File: config.mk
export PLATFORM = sky130hd
export DESIGN_NAME = mem_port_arbiter
export DESIGN_NICKNAME = d
export VERILOG_FILES = /design/src/rtl/pulpus_arb_pkg.sv /design/src/rtl/arb_timeout_cnt.sv /design/src/rtl/mem_port_arbiter.sv
export SDC_FILE = /design/constraint.sdc
export NUM_CORES = 1
export LEC_CHECK = 0
export ABC_AREA = 1
export ABC_CLOCK_PERIOD_IN_PS = 5100
export BUFFER_PORTS_ARGS = -buffer_cell sky130_fd_sc_hd__clkbuf_2
export CORE_AREA = 2 2 107 109
export CTS_CLUSTER_DIAMETER = 80
export CTS_CLUSTER_SIZE = 28
export DETAILED_ROUTE_END_ITERATION = 6
export DIE_AREA = 0 0 109 111
export PLACE_DENSITY = 0.6
export SLEW_MARGIN = 20
export SYNTH_ARGS = -nofsm -noshare
export SYNTH_HDL_FRONTEND = slang
export SYNTH_SLANG_ARGS = --single-unit
File: constraint.sdc
create_clock -name clk -period 5.1 [get_ports clk]
set_input_delay 1.53 -clock clk [delete_from_list [all_inputs] [get_ports clk]]
set_output_delay 1.53 -clock clk [all_outputs]
set_load 0.01 [all_outputs]
File: src/rtl/pulpus_arb_pkg.sv
// pulpus_arb_pkg: shared FSM states, owner encoding and error bit indices for the memory port arbiter
package pulpus_arb_pkg;
  typedef enum logic [1:0] {IDLE, WAIT_GNT, WAIT_RVALID} state_e;
  typedef enum logic {OWN_INSTR = 1'b0, OWN_DATA = 1'b1} owner_e;
  localparam int ERR_STRAY = 0;
  localparam int ERR_TIMEOUT = 1;
endpackage

File: src/rtl/arb_timeout_cnt.sv
// arb_timeout_cnt: response watchdog, counts enabled cycles since clear and flags when TIMEOUT is reached
module arb_timeout_cnt #(
  parameter int TIMEOUT = 255
) (
  input  logic clk,
  input  logic res,
  input  logic clear,
  input  logic enable,
  output logic expired
);
  localparam int W = TIMEOUT > 0 ? $clog2(TIMEOUT + 1) : 1;
  logic [W-1:0] cnt_q, cnt_d;
  assign expired = (TIMEOUT > 0) && (cnt_q == W'(TIMEOUT));
  always_comb cnt_d = clear ? '0 : (enable && !expired) ? cnt_q + 1'b1 : cnt_q;
  always_ff @(posedge clk) begin
    if (res) cnt_q <= '0;
    else cnt_q <= cnt_d;
  end
endmodule

File: src/rtl/mem_port_arbiter.sv
// mem_port_arbiter: shares one memory port between instruction and data ports, one transaction in flight
module mem_port_arbiter
  import pulpus_arb_pkg::*;
#(
  parameter bit RR_EN = 1'b1,
  parameter int TIMEOUT = 255
) (
  input  logic        clk,
  input  logic        res,
  input  logic        instr_req,
  input  logic [31:0] instr_adr,
  output logic        instr_gnt,
  output logic        instr_r_valid,
  output logic [31:0] instr_read,
  input  logic        data_req,
  input  logic [31:0] data_adr,
  input  logic        data_write_enable,
  input  logic [31:0] data_write,
  output logic        data_gnt,
  output logic        data_r_valid,
  output logic [31:0] data_read,
  output logic        mem_req,
  output logic [31:0] mem_adr,
  output logic        mem_we,
  output logic [31:0] mem_wdata,
  input  logic        mem_gnt,
  input  logic        mem_r_valid,
  input  logic [31:0] mem_rdata,
  output logic [1:0]  err
);
  state_e state_q, state_d;
  owner_e owner_q, owner_d, last_q, last_d, winner, cur;
  logic [1:0] err_q, err_d;
  logic any_req, take, resp, tmo, done, expired;

  arb_timeout_cnt #(.TIMEOUT(TIMEOUT)) u_wdog (
    .clk    (clk),
    .res    (res),
    .clear  (take),
    .enable (state_q == WAIT_RVALID),
    .expired(expired)
  );

  // In IDLE the live winner drives the port; afterwards the locked owner does.
  always_comb begin
    any_req = instr_req | data_req;
    winner = (instr_req && data_req)
           ? (RR_EN ? ((last_q == OWN_INSTR) ? OWN_DATA : OWN_INSTR) : OWN_DATA)
           : (data_req ? OWN_DATA : OWN_INSTR);
    cur = (state_q == IDLE) ? winner : owner_q;
    mem_req = !res && ((state_q == IDLE && any_req) || state_q == WAIT_GNT);
    take = mem_req && mem_gnt;
    resp = state_q == WAIT_RVALID && mem_r_valid;
    tmo = state_q == WAIT_RVALID && expired && !mem_r_valid;
    done = resp || tmo;
    owner_d = (state_q == IDLE && any_req) ? winner : owner_q;
    last_d = take ? cur : last_q;
    state_d = done ? IDLE
            : take ? WAIT_RVALID
            : (state_q == IDLE && any_req) ? WAIT_GNT
            : state_q;
    err_d = err_q;
    err_d[ERR_STRAY] = err_q[ERR_STRAY] | (mem_r_valid && state_q != WAIT_RVALID);
    err_d[ERR_TIMEOUT] = err_q[ERR_TIMEOUT] | tmo;
  end

  always_comb begin
    mem_adr = (cur == OWN_DATA) ? data_adr : instr_adr;
    mem_we = mem_req && cur == OWN_DATA && data_write_enable;
    mem_wdata = (cur == OWN_DATA) ? data_write : '0;
    instr_gnt = take && cur == OWN_INSTR;
    data_gnt = take && cur == OWN_DATA;
    instr_r_valid = !res && done && owner_q == OWN_INSTR;
    data_r_valid = !res && done && owner_q == OWN_DATA;
    instr_read = (!res && tmo && owner_q == OWN_INSTR) ? '0 : mem_rdata;
    data_read = (!res && tmo && owner_q == OWN_DATA) ? '0 : mem_rdata;
    err = err_q;
  end

  always_ff @(posedge clk) begin
    if (res) begin
      state_q <= IDLE;
      owner_q <= OWN_INSTR;
      last_q <= OWN_INSTR;
      err_q <= 2'b00;
    end else begin
      state_q <= state_d;
      owner_q <= owner_d;
      last_q <= last_d;
      err_q <= err_d;
    end
  end
endmodule
==> impl_metrics.env <==
export IMPL_status="finished clean"
export IMPL_p_seq_frac=0.165
export IMPL_rrSetupSlack_ps=3460
export IMPL_clk_latency_ps=240
export IMPL_p_comb_frac=0.617
export IMPL_synthCells=428
export IMPL_maxSlewViolCount=0
export IMPL_synthTopCellsByCount="nand2_1 (162), inv_1 (110), nor2_1 (49), nand3_1 (41)"
export IMPL_start_util=0.186
export IMPL_dieArea_um2=12100
export IMPL_antenna_found_initial=0
export IMPL_clkPwrFrac=0.218
export IMPL_period_minus_slack_ps=4330
export IMPL_die_h_um=111
export IMPL_cts_tree="done"
export IMPL_clkSlewWorstSetupHoldPaths_ps=40
export IMPL_finalSetupTns_ps=0
export IMPL_synth_top_area_frac=0.295
export IMPL_diodes=0
export IMPL_yosysWarnings=0
export IMPL_cts_root_buf="clkbuf_16"
export IMPL_start_kind="primary input"
export IMPL_async_flop_share=0
export IMPL_arrival_ps=2800
export IMPL_wl_per_cell_um=10.9
export IMPL_fin_crit_sh=0.848
export IMPL_grt_setup_unrepaired="no"
export IMPL_relSlewSlack=0.640
export IMPL_overflow=0
export IMPL_switchingPower_w=0.000333
export IMPL_syn_area_um2=2060
export IMPL_holdCritStartpoint="last_q"
export IMPL_cts_buffers=3
export IMPL_max_freq_mhz=231
export IMPL_antenna_left=0
export IMPL_timing_max_cap_violations=0
export IMPL_r2r_cells=8
export IMPL_holdPathStages=2
export IMPL_fp_dieW_um=109
export IMPL_syn_num_nets=564
export IMPL_grt_pass1_vias=2684
export IMPL_synth_edff_count=0
export IMPL_wirelength_um=9060
export IMPL_io_pins=271
export IMPL_clock_path_buffers=2
export IMPL_hold_path_class="flip-flop to flip-flop"
export IMPL_hold_path_end="last_q"
export IMPL_r2r_start="u_wdog.cnt_q[0]"
export IMPL_drive_gt1_frac=0.422
export IMPL_hpwlAfterDp_um=7740
export IMPL_grt_max_degree=39
export IMPL_yosys_register_bits=14
export IMPL_critPathKind="primary input to output port"
export IMPL_via_count=3185
export IMPL_syn_to_final_growth_pct=73.3
export IMPL_synth_most_common_cell="nand2_1"
export IMPL_setup_viol=0
export IMPL_avgSynthCellArea_um2=4.81
export IMPL_dr_pass1_iters=4
export IMPL_drt_vias_per_instance=3.85
export IMPL_ys_types=20
export IMPL_critical_path_peak_fanout=32
export IMPL_drtIter0Drc=179
export IMPL_drcViolationCount=0
export IMPL_cts_htree_levels=1
export IMPL_powerDensity_nw_per_um2=210
export IMPL_switching_share=0.444
export IMPL_skew_ps=3.94
export IMPL_synthTopCellsByArea="nand2_1 (30%), inv_1 (20%), dfxtp_1 (14%)"
export IMPL_nNetsFinal=822
export IMPL_portBuffers=270
export IMPL_num_rows=39
export IMPL_worstMarginPinSlew_ps=539
export IMPL_ys_flop_type="dfxtp_1"
export IMPL_gp_congestion=0.810
export IMPL_r2r_end="u_wdog.cnt_q[7]"
export IMPL_critPathCaptureType="output port"
export IMPL_postCtsSetupBuffers=0
export IMPL_hold_buffers=0
export IMPL_hold_slack_ps=460
export IMPL_p_int_w=0.000417
export IMPL_synth_seq_area_share=0.136
export IMPL_synth_area_leader_cell="nand2_1"
export IMPL_cts_sinks=14
export IMPL_cts_resized=0
export IMPL_power_leakage_nw=2.64
export IMPL_max_vdd_ir_drop_v=0.0000763
export IMPL_coreArea_um2=11100
export IMPL_hold_viol=0
export IMPL_grt_usage=0.139
export IMPL_critical_path_required_ps=3570
export IMPL_grt_pass1_wl_um=13400
==> how the worst max path moves through the flow <==
stage	startpoint	to	cells after the start	slack (ps)
floorplan	instr_req	mem_wdata[11]	7	1270
global placement	res	instr_read[29]	6	770
detailed placement	res	data_read[15]	6	760
CTS	res	data_read[15]	6	760
global route	res	instr_read[7]	6	630
finish	res	data_read[15]	6	770
==> registers in the layout (all words and copies together) (netlist names) <==
| name | flops |
|---|---|
| last_q | 1 |
| state_q | 2 |
| owner_q | 1 |
| err | 2 |
| u_wdog.cnt_q | 8 |
==> power by group through the flow <==
stage / combinational, W / sequential [W] / clock, W
6_report: 0.000463 / 0.000124 / 0.000163
3_3_place_gp: 0.000472 / 0.000126 / 0
3_5_place_dp: 0.000469 / 0.000126 / 0
5_1_grt: 0.000520 / 0.000125 / 0.000175
2_1_floorplan: 0.000256 / 0.000125 / 0
4_1_cts: 0.000470 / 0.000124 / 0.000168
==> layer usage <==
layer / GRT usage / up-vias / part of all wire
met5: 0 / - / 0
met4: 0.0256 / 0 / 0.0088
met3: 0.0218 / 7 / 0.094
met2: 0.253 / 163 / 0.49
met1: 0.169 / 1269 / 0.41
li1: - / 1746 / -
==> logic make-up (layout without fill, tap and decap cells) <==
| group | Yosys count | in the layout | synth area share |
|---|---|---|---|
| flip-flops | 14 | 14 | 0.136 |
| AO/OA/AOI/OAI | 13 | 13 | 0.0334 |
| AND/OR/NAND/NOR | 266 | 266 | 0.547 |
| adder cells (fa/ha/maj) | 1 | 1 | 0.00608 |
| XOR/XNOR | 1 | 1 | 0.00426 |
| buffers and inverters | 133 | 390 | 0.273 |
==> stage by stage <==
step	worst slack (ps)	power [W]	cells	util	instance area, µm²
2_1_floorplan	1270	0.000381	428	-	2060
3_3_place_gp	773	0.000598	824	0.314	3480
3_5_place_dp	764	0.000595	824	0.314	3480
4_1_cts	764	0.000762	828	0.322	3570
5_1_grt	627	0.000820	828	0.322	3570
6_report	773	0.000750	828	0.322	3570
==> worst max-delay path, stage by stage <==
cell	delay, ps
clkbuf_2	140
nor3_4	320
nand4_4	420
nand2_1	200
inv_1	50
clkbuf_2	120
==> placed cells by master, fill, tap and decap left out <==
cell type	synthesis	layout
o21ai_2	1	1
clkbuf_8	0	1
nor3_4	1	1
nor2_1	49	49
buf_4	0	4
ha_1	1	1
clkbuf_2	0	270
xor2_1	1	1
a21oi_1	9	9
inv_2	2	2
nand2_1	162	162
dfxtp_1	14	14
nand4_1	5	5
nand3_1	41	41
nor2_2	2	2
nand2_2	3	3
nand4_4	2	2
o21ai_0	3	3
inv_1	110	110
nand3b_1	1	1
clkbuf_16	0	3
==> area by class of cell <==
type / count / area (µm²)
Fill cell: 1288 / 7510
Tap cell: 143 / 179
Clock buffer: 4 / 88.8
Inverter: 112 / 420
Sequential cell: 14 / 280
Multi-Input combinational cell: 281 / 1220
Timing Repair Buffer: 274 / 1380
No activity file was read; power rests on OpenSTA's default activity.
